$ cat config.mk
export PLATFORM = sky130hd
export DESIGN_NAME = shot_clock_ctrl
export DESIGN_NICKNAME = d
export VERILOG_FILES = /design/src/rtl/shot_clock_ctrl.sv
export SDC_FILE = /design/constraint.sdc
export NUM_CORES = 1
export LEC_CHECK = 0
export BUFFER_PORTS_ARGS = -buffer_cell sky130_fd_sc_hd__buf_2
export CAP_MARGIN = 20
export CORE_MARGIN = 1.5
export CORE_UTILIZATION = 40
export CTS_CLUSTER_SIZE = 24
export DETAILED_ROUTE_END_ITERATION = 10
export PLACE_DENSITY_LB_ADDON = 0.25
export SKIP_LAST_GASP = 1
export SLEW_MARGIN = 30
export SYNTH_ARGS = -nofsm -noshare
export SYNTH_HDL_FRONTEND = slang
export SYNTH_SLANG_ARGS = --single-unit
$ cat constraint.sdc
create_clock -name cin -period 5.9 [get_ports cin]
set_input_delay 1.18 -clock cin [delete_from_list [all_inputs] [get_ports cin]]
set_output_delay 1.18 -clock cin [all_outputs]
set_load 0.01 [all_outputs]
$ cat src/rtl/shot_clock_ctrl.sv
// Shot-clock sequencing controller.
// Conditions the start/pause and reset pushbuttons, runs the IDLE/RUN/PAUSE/EXPIRED
// state machine, and drives load, load_val, the 1 s decrement strobe and the
// decimal-point flash used once the countdown has expired.
module shot_clock_ctrl #(
    parameter int         TICK_DIV   = 50_000_000,
    parameter int         FLASH_DIV  = 25_000_000,
    parameter int         DEB_CYCLES = 500_000,
    parameter logic [7:0] PRESET_HI  = 8'd30,
    parameter logic [7:0] PRESET_LO  = 8'd24
) (
    input  logic       cin,
    input  logic       rst_n,
    input  logic       btn_run_n,
    input  logic       btn_rst_n,
    input  logic       sw,
    input  logic       cnt_zero,
    output logic       load,
    output logic [7:0] load_val,
    output logic       dec_en,
    output logic       flash,
    output logic [1:0] state
);

    localparam logic [1:0] S_IDLE    = 2'd0;
    localparam logic [1:0] S_RUN     = 2'd1;
    localparam logic [1:0] S_PAUSE   = 2'd2;
    localparam logic [1:0] S_EXPIRED = 2'd3;

    localparam int PW = (TICK_DIV   > 1) ? $clog2(TICK_DIV)   : 1;
    localparam int FW = (FLASH_DIV  > 1) ? $clog2(FLASH_DIV)  : 1;
    localparam int DW = (DEB_CYCLES > 1) ? $clog2(DEB_CYCLES) : 1;

    localparam logic [PW-1:0] PRE_LAST   = PW'(TICK_DIV - 1);
    localparam logic [FW-1:0] FLASH_LAST = FW'(FLASH_DIV - 1);
    localparam logic [DW-1:0] DEB_LAST   = DW'(DEB_CYCLES - 1);

    // Button index 0 is start/pause, index 1 is count-reset.
    logic [1:0]    btn_raw;
    logic [1:0]    btn_p0;
    logic [1:0]    btn_p1;
    logic [1:0]    deb_lvl;
    logic [1:0]    press;
    logic [DW-1:0] deb_cnt [2];

    logic          run_ev;
    logic          rst_ev;
    logic          enter_exp;
    logic [PW-1:0] presc;
    logic          dec_p1;
    logic [FW-1:0] flash_cnt;

    assign btn_raw = {btn_rst_n, btn_run_n};

    // Synchronize both buttons, debounce them, and emit a one-cycle pulse on each accepted press.
    always_ff @(posedge cin) begin
        if (!rst_n) begin
            btn_p0  <= 2'b11;
            btn_p1  <= 2'b11;
            deb_lvl <= 2'b11;
            press   <= 2'b00;
            for (int i = 0; i < 2; i++) begin
                deb_cnt[i] <= '0;
            end
        end else begin
            // stage p0 -> p1: two-flop synchronizer
            btn_p0 <= btn_raw;
            btn_p1 <= btn_p0;
            // stage p1 -> debounced level and press pulse
            for (int i = 0; i < 2; i++) begin
                press[i] <= 1'b0;
                if (btn_p1[i] == deb_lvl[i]) begin
                    deb_cnt[i] <= '0;
                end else if (deb_cnt[i] == DEB_LAST) begin
                    deb_cnt[i] <= '0;
                    deb_lvl[i] <= btn_p1[i];
                    // Only the released->pressed (1->0) change is an event.
                    press[i]   <= deb_lvl[i];
                end else begin
                    deb_cnt[i] <= deb_cnt[i] + DW'(1);
                end
            end
        end
    end

    assign run_ev    = press[0];
    assign rst_ev    = press[1];
    assign enter_exp = (state == S_RUN) && cnt_zero && !rst_ev;

    assign load     = (state == S_IDLE);
    assign load_val = sw ? PRESET_HI : PRESET_LO;
    // A strobe registered on the wrap is suppressed if the count has meanwhile hit zero.
    assign dec_en   = dec_p1 & ~cnt_zero;

    // Run/pause/expire state machine with the 1 s prescaler and registered decrement strobe.
    always_ff @(posedge cin) begin
        if (!rst_n) begin
            state  <= S_IDLE;
            presc  <= '0;
            dec_p1 <= 1'b0;
        end else begin
            dec_p1 <= 1'b0;
            if (rst_ev) begin
                state <= S_IDLE;
                presc <= '0;
            end else begin
                case (state)
                    S_IDLE: begin
                        if (run_ev) begin
                            state <= S_RUN;
                            presc <= '0;
                        end
                    end
                    S_RUN: begin
                        if (cnt_zero) begin
                            state <= S_EXPIRED;
                            presc <= '0;
                        end else if (run_ev) begin
                            // Prescaler holds so the resumed second is only partially restarted.
                            state <= S_PAUSE;
                        end else if (presc == PRE_LAST) begin
                            presc  <= '0;
                            dec_p1 <= 1'b1;
                        end else begin
                            presc <= presc + PW'(1);
                        end
                    end
                    S_PAUSE: begin
                        if (run_ev) begin
                            state <= S_RUN;
                        end
                    end
                    default: begin
                        // EXPIRED: start/pause is ignored, only a reset event leaves.
                        state <= S_EXPIRED;
                    end
                endcase
            end
        end
    end

    // Decimal-point flash: lit on entry to EXPIRED, toggles every FLASH_DIV cycles, dark elsewhere.
    always_ff @(posedge cin) begin
        if (!rst_n) begin
            flash     <= 1'b0;
            flash_cnt <= '0;
        end else if (enter_exp) begin
            flash     <= 1'b1;
            flash_cnt <= '0;
        end else if ((state == S_EXPIRED) && !rst_ev) begin
            if (flash_cnt == FLASH_LAST) begin
                flash_cnt <= '0;
                flash     <= ~flash;
            end else begin
                flash_cnt <= flash_cnt + FW'(1);
            end
        end else begin
            flash     <= 1'b0;
            flash_cnt <= '0;
        end
    end

endmodule

==> impl_metrics.csv <==
group,metric,value,unit
clock_tree,cts_tree,"yes",
synth,yosys.cell_count.top_type,"nor2_1",
worst_setup_path,rr_endpoint,"deb_cnt[0][2]$_SDFFCE_PN0P_",
global_route,grtUsageMet3,3.653,%
power_and_ir_drop,p_seq_share,57.0,%
power_and_ir_drop,power_density,240.4,nW/um^2
worst_setup_path,r2r_slack,3.62,ns
clock_tree,cts_num_sinks,101,
clock_tree,clk_pin_slew,0.07,ns
worst_setup_path,cp_max_fo,6,
worst_setup_path,reg2reg_depth,5,
power_and_ir_drop,internal-power,1.030,mW
global_route,grtUsageMet1,18.07,%
timing,skew,0.005457,ns
worst_setup_path,critPathArrivalTime,1.63,ns
route,post_drt_wl_per_cell,11.55,um
global_route,antenna_found_initial,0,
worst_setup_path,crit_chain,"buf_2 -> and2b_1 -> buf_2",
synth,synth_area_leaders,"dfxtp_1, edfxtp_1, xor2_1",
final_layout,fin_cells,720,
clock_tree,insertion_delay,0.34,ns
synth,synth_commonest_cells,"nor2_1, dfxtp_1, xor2_1, nand3_1, edfxtp_1",
flow_run,maxCapViolCount,0,
synth,syn_avg_cell_area,9.763,um^2
timing,tightest_slew,0.8783,ns
route,post-route-drc-count,0,
timing,rsz0062_at_grt,"no",
global_route,grt_start_max_net_pins,26,
power_and_ir_drop,p_sw,281.4,uW
worst_setup_path,crit_type,"in -> out",
min_path,hold_path_end,"btn_p1[0]$_SDFF_PN1_",
place,dp_hpwl,5.809,mm
synth,yosysWarnings,0,
power_and_ir_drop,clkPwrFrac,40.6,%
global_route,grt_pass1_wl,14.68,mm
global_route,gr-max-usage-layer,"met2",
route,ant_nets,0,
synth,synth_seq_cells,101,
synth,synth.yosys.seq_area_share,48.53,%
timing,fin_setup_tns,0,ns
timing,fmax,0.3557,GHz
timing,fin_crit_sh,47.65,%
route,drt_iter0_drc,117,
power_and_ir_drop,p_leak,1.897,nW
worst_setup_path,rr_startpoint,"deb_cnt[0][0]$_SDFFCE_PN0P_",
synth,synth_cells,507,
run_status,outcome,"complete, no violations",
clock_tree,cts.path.max_buffers,2,
floorplanning,die_height,114.2,um
clock_tree,cts_root_buffer,"clkbuf_16",
final_layout,antenna_cells,0,
synth,async_reset_ff_share,0,%
timing,final_hold_viol_count,0,
min_path,hp-start,"btn_p0[0]$_SDFF_PN1_",
floorplanning,start_util,41.04,%
min_path,min_path_cells,1,
worst_setup_path,cp_slowest_cell,"and2b_1",
global_route,grt.total_usage,14.03,%
clock_tree,ctsHoldBuffers,0,
worst_setup_path,worst_setup_path_end_kind,"primary output",
place,io_buffer_count,9,
synth,synth_edf_count,38,
place,placedCellCount,705,
clock_tree,htreeDepth,3,
synth,synth-main-ff-cell,"dfxtp_1",
floorplanning,pin_count,19,
power_and_ir_drop,vdd_drop_max,0.1770,mV
clock_tree,post_cts_resized,0,
clock_tree,postCtsSetupBuffers,0,
worst_setup_path,worstPathRequired,4.72,ns
global_route,use_met2,23.01,%
final_layout,syn2layout_area_growth,10.19,%
global_route,grt_remaining_overflow,0,
worst_setup_path,crit_top_cell,"buf_2",
synth,synthDistinctLibCells,50,
route,drt_first_pass_iters,4,
final_layout,layout.nets,558,
synth,syn-cell-area,4950,um^2
worst_setup_path,max_stage_delay,0.18,ns
floorplanning,die_x,114.2,um
final_layout,final_layout_size_suffix_gt1_share,7.609,%
route,via_count,3424,
worst_setup_path,startpoint_type,"input port",
floorplanning,std_cell_rows,40,
timing,max_slew_margin,41.44,%
timing,setup-violations-final,0,
min_path,hold_class,"reg -> reg",
synth,synth_top_cell_by_area,"dfxtp_1",
route,finalWirelength,8.318,mm
final_layout,seqCellArea,2402,um^2
global_route,grt_pass1_vias,3264,
power_and_ir_drop,netSwitchingFraction,21.46,%
route,via_per_inst,4.756,
place,gp_routability_congestion,0.7977,
timing,final_max_slew_viol_count,0,
floorplanning,core,12060,um^2
timing,min_period,2.812,ns
floorplanning,die_area,13050,um^2
final_layout,multi_input_comb_area,2505,um^2
power_and_ir_drop,comb_power_share,2.4,%
synth,synth_top_area_share,25.48,%
final_layout,n_fill_cell,1189,
clock_tree,numCtsBuffers,9,
power groups by stage:
stage,combinational [mW],sequential [mW],clock [mW]
3_3_place_gp,0.0309,0.762,0
6_report,0.0319,0.747,0.533
2_1_floorplan,0.0321,0.759,0
3_5_place_dp,0.0313,0.763,0
4_1_cts,0.0315,0.747,0.550
5_1_grt,0.0374,0.749,0.577
worst max-delay path, delay by kind of cell:
kind,cells,cell delay [ns]
buffers and inverters,2,0.27
AND/OR/NAND/NOR,1,0.18
placed cells by master (no fill, tap or decap), types with 3 or more instances in the layout:
| cell type | count |
|---|---|
| inv_1 | 9 |
| conb_1 | 44 |
| nand3b_1 | 3 |
| and3_1 | 12 |
| xnor2_1 | 27 |
| nor3_1 | 7 |
| nor4_2 | 3 |
| dfxtp_1 | 63 |
| xor2_1 | 54 |
| nor2_1 | 105 |
| nor4_1 | 3 |
| nand4_1 | 26 |
| a21oi_1 | 5 |
| and4_1 | 6 |
| o21ai_0 | 3 |
| nor4bb_1 | 3 |
| ha_1 | 4 |
| edfxtp_1 | 38 |
| nor4_4 | 3 |
| nand2_1 | 33 |
| nand3_1 | 40 |
| buf_2 | 9 |
| nand2b_1 | 6 |
| clkbuf_16 | 9 |
| nor3b_1 | 3 |
worst max path at each step:
stage	startpoint	end	slack, ns	cells past startpoint
after floorplan	cnt_zero	dec_en	3.33	1
after global placement	cnt_zero	presc[8]$_SDFFE_PP0P_	3.00	5
after detailed placement	cnt_zero	presc[24]$_SDFFE_PP0P_	2.95	5
after CTS	cnt_zero	dec_en	3.08	3
after global routing	rst_n	flash_cnt[24]$_SDFF_PP0_	3.05	4
final	cnt_zero	dec_en	3.09	3
state kept, by name (all words and copies together) (netlist names), 2 cells and up:
signal / flops
btn_p0: 2
btn_p1: 2
deb_cnt: 38
deb_lvl: 2
flash_cnt: 25
presc: 26
press: 2
state: 2
metrics by stage:
| step | instance area (um^2) | hold WS [ns] | util (%) | setup WS (ns) | power [mW] |
|---|---|---|---|---|---|
| 6_report | 5454 | 0.4135 | 45.22 | 3.088 | 1.311 |
| 3_5_place_dp | 5196 | 0.3964 | 43.08 | 2.948 | 0.7939 |
| 2_1_floorplan | 5107 | 0.3863 | - | 3.328 | 0.7913 |
| 3_3_place_gp | 5196 | 0.3932 | 43.08 | 3.003 | 0.7926 |
| 4_1_cts | 5454 | 0.4134 | 45.22 | 3.083 | 1.328 |
| 5_1_grt | 5454 | 0.4324 | 45.22 | 3.052 | 1.363 |
metal layers:
metal | routed length [um] | vias up | share of wire (%)
li1 | - | 1781 | -
met1 | 4068 | 1600 | 49
met2 | 3951 | 37 | 47
met3 | 204 | 6 | 2.5
met4 | 93 | 0 | 1.1
met5 | 0 | - | 0
final cells by class:
cell class,instances,area share [%]
multi-input cells,418,45.93
clock buffers,11,4.267
flip-flops and latches,101,44.05
inverters,9,0.6194
well taps,168,3.854
clock inverters,4,0.4588
repair buffers,9,0.8259
logic make-up after synthesis:
logic type	share of synthesized area (%)
AO/OA/AOI/OAI	1.997
adder cells (fa/ha/maj)	1.011
flip-flops	48.53
buffers and inverters	4.044
AND/OR/NAND/NOR	29.53
XOR/XNOR	14.33
other	0.1517
multiplexers	0.4045
No activity file was read; power rests on OpenSTA's default activity.
